===== src/rtl/dsi_stream_crc.sv =====
// DSI payload checksum engine: CRC-16/MCRF4XX over a byte-lane stream, one beat per cycle.
// Optional length check against the DSI word count is enabled by DSI_CRC_LEN_CHECK_EN.
module dsi_stream_crc #(
  parameter int unsigned DATA_BYTES = 4,
  parameter logic [15:0] CRC_INIT   = 16'hFFFF
) (
  input  logic                      clk,
  input  logic                      reset,
  input  logic                      cmd_valid,
  output logic                      cmd_ready,
  input  logic [15:0]               cmd_wc,
  input  logic                      s_valid,
  output logic                      s_ready,
  input  logic [8*DATA_BYTES-1:0]   s_data,
  input  logic                      s_last,
  input  logic [((DATA_BYTES > 1) ? $clog2(DATA_BYTES) : 1)-1:0] s_nbytes,
  output logic                      crc_valid,
  input  logic                      crc_ready,
  output logic [15:0]               crc_out,
  output logic                      len_err
);

  localparam int unsigned NB = (DATA_BYTES > 1) ? $clog2(DATA_BYTES) : 1;

  typedef enum logic [1:0] {StIdle, StAccum, StDone} state_e;

  state_e      state_q;
  logic [15:0] crc_q;
  logic [15:0] crc_next;

  // Reflected polynomial 0x8408 == x^16+x^12+x^5+1 processed LSB first.
  function automatic logic [15:0] crc_byte(input logic [15:0] c_in, input logic [7:0] b);
    logic [15:0] c;
    c = c_in ^ {8'h00, b};
    for (int k = 0; k < 8; k++) begin
      c = c[0] ? ((c >> 1) ^ 16'h8408) : (c >> 1);
    end
    return c;
  endfunction

`ifdef DSI_CRC_LEN_CHECK_EN
  logic [16:0] cnt_q;
  logic [15:0] wc_q;
  logic [4:0]  nfold;
  logic [17:0] cnt_sum;
  logic [16:0] cnt_next;
  logic        len_err_q;
`else
  logic unused_wc;
  assign unused_wc = ^cmd_wc;
`endif

  always_comb begin
    crc_next = crc_q;
`ifdef DSI_CRC_LEN_CHECK_EN
    nfold = 5'd0;
`endif
    for (int i = 0; i < int'(DATA_BYTES); i++) begin
      // Bytes above s_nbytes on the last beat are padding.
      if (!s_last || (NB'(i) <= s_nbytes)) begin
        crc_next = crc_byte(crc_next, s_data[8*i +: 8]);
`ifdef DSI_CRC_LEN_CHECK_EN
        nfold = nfold + 5'd1;
`endif
      end
    end
  end

`ifdef DSI_CRC_LEN_CHECK_EN
  always_comb begin
    cnt_sum  = {1'b0, cnt_q} + 18'(nfold);
    cnt_next = cnt_sum[17] ? 17'h1FFFF : cnt_sum[16:0];
  end
`endif

  always_ff @(posedge clk) begin
    if (reset) begin
      state_q   <= StIdle;
      crc_q     <= CRC_INIT;
      cmd_ready <= 1'b1;
      s_ready   <= 1'b0;
      crc_valid <= 1'b0;
`ifdef DSI_CRC_LEN_CHECK_EN
      cnt_q     <= 17'd0;
      wc_q      <= 16'd0;
      len_err_q <= 1'b0;
`endif
    end else begin
      case (state_q)
        StIdle: begin
          if (cmd_valid) begin
            crc_q     <= CRC_INIT;
            cmd_ready <= 1'b0;
`ifdef DSI_CRC_LEN_CHECK_EN
            cnt_q     <= 17'd0;
            wc_q      <= cmd_wc;
            len_err_q <= 1'b0;
`endif
            if (cmd_wc == 16'd0) begin
              state_q   <= StDone;
              crc_valid <= 1'b1;
            end else begin
              state_q <= StAccum;
              s_ready <= 1'b1;
            end
          end
        end
        StAccum: begin
          if (s_valid) begin
            crc_q <= crc_next;
`ifdef DSI_CRC_LEN_CHECK_EN
            cnt_q <= cnt_next;
`endif
            if (s_last) begin
              state_q   <= StDone;
              s_ready   <= 1'b0;
              crc_valid <= 1'b1;
`ifdef DSI_CRC_LEN_CHECK_EN
              len_err_q <= (cnt_next != {1'b0, wc_q});
`endif
            end
          end
        end
        StDone: begin
          if (crc_ready) begin
            state_q   <= StIdle;
            crc_valid <= 1'b0;
            cmd_ready <= 1'b1;
          end
        end
        default: begin
          state_q   <= StIdle;
          cmd_ready <= 1'b1;
          s_ready   <= 1'b0;
          crc_valid <= 1'b0;
        end
      endcase
    end
  end

  assign crc_out = crc_q;

`ifdef DSI_CRC_LEN_CHECK_EN
  assign len_err = len_err_q;
`else
  assign len_err = 1'b0;
`endif

endmodule


===== config.mk =====
export PLATFORM = sky130hd
export DESIGN_NAME = dsi_stream_crc
export DESIGN_NICKNAME = d
export VERILOG_FILES = /design/src/rtl/dsi_stream_crc.sv
export SDC_FILE = /design/constraint.sdc
export NUM_CORES = 1
export LEC_CHECK = 0
export CORE_AREA = 8 8 88 90
export CTS_CLUSTER_DIAMETER = 60
export DETAILED_ROUTE_END_ITERATION = 12
export DIE_AREA = 0 0 96 98
export GPL_TIMING_DRIVEN = 0
export PLACE_DENSITY = 0.77
export SLEW_MARGIN = 15
export SYNTH_ARGS = -nofsm -noshare
export SYNTH_HDL_FRONTEND = slang
export SYNTH_SLANG_ARGS = --single-unit

===== constraint.sdc =====
create_clock -name clk -period 5.8 [get_ports clk]
set_input_delay 1.74 -clock clk [delete_from_list [all_inputs] [get_ports clk]]
set_output_delay 1.74 -clock clk [all_outputs]
set_load 0.005 [all_outputs]

==> metrics.txt <==
# TYPE chip_impl_metric gauge
chip_impl_info{name="run_status",value="finished clean"} 1
chip_impl_metric{name="drt-initial-drc-count",unit=""} 198
chip_impl_metric{name="layout.area.seq",unit="µm²"} 420.4
chip_impl_metric{name="post_cts.repair.setup_buffers",unit=""} 0
chip_impl_metric{name="dpl-instance-area",unit="µm²"} 4025
chip_impl_metric{name="drv_cap",unit=""} 0
chip_impl_metric{name="final_nets",unit=""} 481
chip_impl_metric{name="cts.hold.buffers_added",unit=""} 0
chip_impl_metric{name="wl",unit="µm"} 9035
chip_impl_metric{name="first_global_vias",unit=""} 2878
chip_impl_metric{name="antenna_cells_inserted",unit=""} 0
chip_impl_metric{name="layout-drive-gt1-share",unit="%"} 8.726
chip_impl_metric{name="syn-num-nets",unit=""} 404
chip_impl_info{name="worstHoldPathType",value="flip-flop to flip-flop"} 1
chip_impl_metric{name="synth_warnings",unit=""} 0
chip_impl_metric{name="dieArea",unit="µm²"} 9408
chip_impl_metric{name="slew_headroom",unit="%"} 50.64
chip_impl_metric{name="yosys.cell_types.count",unit=""} 60
chip_impl_metric{name="row_count",unit=""} 30
chip_impl_info{name="worstHoldStart",value="crc_out[12]"} 1
chip_impl_metric{name="synth_enable_flop_cells",unit=""} 0
chip_impl_metric{name="chipWidth",unit="µm"} 96
chip_impl_metric{name="utilization",unit="%"} 62.70
chip_impl_metric{name="timing.fmax",unit="MHz"} 182.2
chip_impl_metric{name="grt_first_pass_wirelength",unit="µm"} 14350
chip_impl_info{name="layout.cells.most_common_list",value="clkdlybuf4s50_1 (72), nor2_1 (45), xnor2_1 (44), xor2_1 (28), a21oi_1 (27)"} 1
chip_impl_metric{name="final_antenna_net_count",unit=""} 0
chip_impl_metric{name="io_buffer_count",unit=""} 72
chip_impl_metric{name="wp_data_required",unit="ns"} 5.96
chip_impl_info{name="synth_largest_area_cell",value="dfxtp_1"} 1
chip_impl_metric{name="timing_max_transition_violations_final",unit=""} 0
chip_impl_metric{name="gp_congestion",unit=""} 0.9329
chip_impl_metric{name="timing.setup.tns",unit="ns"} 0
chip_impl_info{name="synth-main-ff-cell",value="dfxtp_1"} 1
chip_impl_metric{name="detail_route.drc_violations",unit=""} 0
chip_impl_info{name="clock_tree.root_cell",value="clkbuf_8"} 1
chip_impl_metric{name="synthesis.instances",unit=""} 348
chip_impl_metric{name="multiInputGateArea",unit="µm²"} 2695
chip_impl_metric{name="share_of_flip_flops_with_an_asynchronous_set_or_reset_after_synthesis",unit="%"} 0
chip_impl_metric{name="grt_overflow_total",unit=""} 0
chip_impl_info{name="layout_commonest_cell",value="clkdlybuf4s50_1"} 1
chip_impl_metric{name="coreArea",unit="µm²"} 6494
chip_impl_info{name="regToRegEndpoint",value="crc_out[12]"} 1
chip_impl_metric{name="tritoncts_num_sinks",unit=""} 21
chip_impl_metric{name="path_max_fanout",unit=""} 7
chip_impl_metric{name="design.portCount",unit=""} 76
chip_impl_info{name="cts_tree",value="yes"} 1
chip_impl_metric{name="clk_pin_slew_worst_paths",unit="ns"} 0.08
chip_impl_metric{name="timing_worst_slew_pin_value",unit="ns"} 0.7376
chip_impl_info{name="reg2reg_from",value="crc_out[1]"} 1
chip_impl_info{name="setup_repair_after_global_routing_missed_its_margin",value="no"} 1
chip_impl_info{name="path_class",value="primary input to flip-flop"} 1
chip_impl_metric{name="ctsResizeCount",unit=""} 0
chip_impl_metric{name="via_count",unit=""} 2841
chip_impl_info{name="post_synth_main_area_contributors",value="dfxtp_1 (13%), xnor2_1 (12%), xnor3_1 (12%), xor2_1 (7.7%), nor2_1 (5.3%)"} 1
chip_impl_metric{name="postLayoutCellArea",unit="µm²"} 4071
chip_impl_metric{name="synth.avg_cell_area",unit="µm²"} 9.208
chip_impl_info{name="critPathLaunchType",value="primary input"} 1
chip_impl_info{name="endpoint_kind",value="flip-flop"} 1
chip_impl_metric{name="die_height",unit="µm"} 98
chip_impl_metric{name="yosysTopAreaCellShare",unit="%"} 13.12
chip_impl_info{name="hold-path-endpoint",value="crc_out[12]"} 1
chip_impl_metric{name="n_fill_cell",unit=""} 563
chip_impl_metric{name="largest_net_degree_at_the_start_of_global_routing",unit=""} 13
chip_impl_metric{name="routed_wire_length_per_instance",unit="µm"} 17.93
chip_impl_metric{name="post-route-min-period",unit="ns"} 5.489
chip_impl_metric{name="cts.htree.levels",unit=""} 1
chip_impl_metric{name="area_growth",unit="%"} 27.06
chip_impl_metric{name="overall_fraction_of_global_route_tracks_in_use",unit="%"} 19.00
chip_impl_metric{name="clk_latency_worst_skew_pair",unit="ns"} 0.27
chip_impl_metric{name="synth-seq-cells",unit=""} 21
chip_impl_metric{name="initial_utilization",unit="%"} 49.34
chip_impl_metric{name="antenna_found_initial",unit=""} 0
chip_impl_metric{name="cts-buffers-inserted",unit=""} 3
chip_impl_metric{name="worst_r2r_path_depth",unit=""} 10
chip_impl_metric{name="timing.final.setup_violations",unit=""} 0
chip_impl_metric{name="synth_area",unit="µm²"} 3204
chip_impl_metric{name="clk_path_buf_depth",unit=""} 2
chip_impl_metric{name="avgViaCountPerCell",unit=""} 5.637
chip_impl_metric{name="length_of_the_first_detailed_routing_pass_in_iterations",unit=""} 4
chip_impl_metric{name="hpwlAfterDp",unit="µm"} 7619
chip_impl_metric{name="critPathArrivalTime",unit="ns"} 5.64
chip_impl_metric{name="fin_skew",unit="ns"} 0.008039
chip_impl_metric{name="worst_hold_path.num_cells",unit=""} 1
chip_impl_metric{name="synth_seq_area_share",unit="%"} 13.12
chip_impl_metric{name="rrSetupSlack",unit="ns"} 1.84
chip_impl_metric{name="timing.final.hold_violations",unit=""} 0
chip_impl_metric{name="timing.final.crit_share",unit="%"} 94.63
[worst max path at each step]
stage / startpoint / endpoint / slack (ns) / depth (start not counted)
after global placement: s_data[1] / crc_out[12] / 0.15 / 11
after detailed placement: s_data[1] / crc_out[12] / 0.08 / 11
final: s_data[1] / crc_out[12] / 0.31 / 11
after CTS: s_data[1] / crc_out[12] / 0.33 / 11
after floorplan: s_data[1] / crc_out[12] / 1.26 / 10
after global routing: s_data[1] / crc_out[12] / 0.16 / 11
[sequential cells by signal, indices dropped and copies added, names as in the netlist]
register,cells
crc_valid,1
cmd_ready,1
state_q,2
s_ready,1
crc_out,16
[worst max-delay path: stages]
cell and delay [ns]:
clkdlybuf4s50_1 0.45, xnor2_1 0.57, xnor3_1 0.69, xor2_1 0.49, xor2_1 0.35, a21oi_1 0.09, nor3b_2 0.25, xor3_2 0.37
xnor2_2 0.28, nor2_1 0.07, o32a_1 0.29
[synth_stat cells (all sizes together), types with 2 or more instances]
library cell,instances
nor4,5
buf,2
o32ai,2
nor2,45
nand3b,2
o32a,2
nand2,24
xnor2,52
or3,2
and2,3
o21ai,13
o22ai,4
mux2i,6
o211ai,4
dfxtp,21
o2111a,2
o21bai,4
nor3,9
nand4,2
nand3,2
nor3b,3
nor2b,5
a21oi,27
xnor3,22
a211oi,10
clkbuf,15
xor3,9
xor2,30
or2,2
nand2b,2
[final cells by class]
class | instances | share of cell area (%)
buffer | 17 | 2.090
clock buffer | 3 | 1.014
clock inverter | 1 | 0.1229
inverter | 1 | 0.09219
multi-input combinational | 309 | 66.20
sequential | 21 | 10.33
tap | 80 | 2.459
timing repair buffer | 72 | 17.70
[routing by layer]
metal,global-route usage [%],part of all wire [%],vias to the layer above
met5,0,0,-
met4,4.497,1.7,0
met3,1.919,4.8,10
met2,32.46,50,78
met1,24.56,44,1366
li1,-,-,1387
[cells by family after synthesis]
logic type	Yosys count	share of synthesized area (%)
flip-flops	21	13.12
AO/OA/AOI/OAI	77	16.60
buffers and inverters	18	2.772
other	1	0.1170
multiplexers	7	2.226
AND/OR/NAND/NOR	111	17.14
XOR/XNOR	113	48.03
[stage by stage]
step           worst slack, ns  hold slack (ns)  instances
2_1_floorplan            1.261           0.4962        348
3_3_place_gp            0.1507           0.5002        500
3_5_place_dp           0.07654           0.5051        500
4_1_cts                 0.3337           0.5246        504
5_1_grt                 0.1603           0.5379        504
6_report                0.3112           0.5214        504
Power is not shown: default switching activity piles up to over one toggle a cycle in this logic, so the estimate is an artifact.
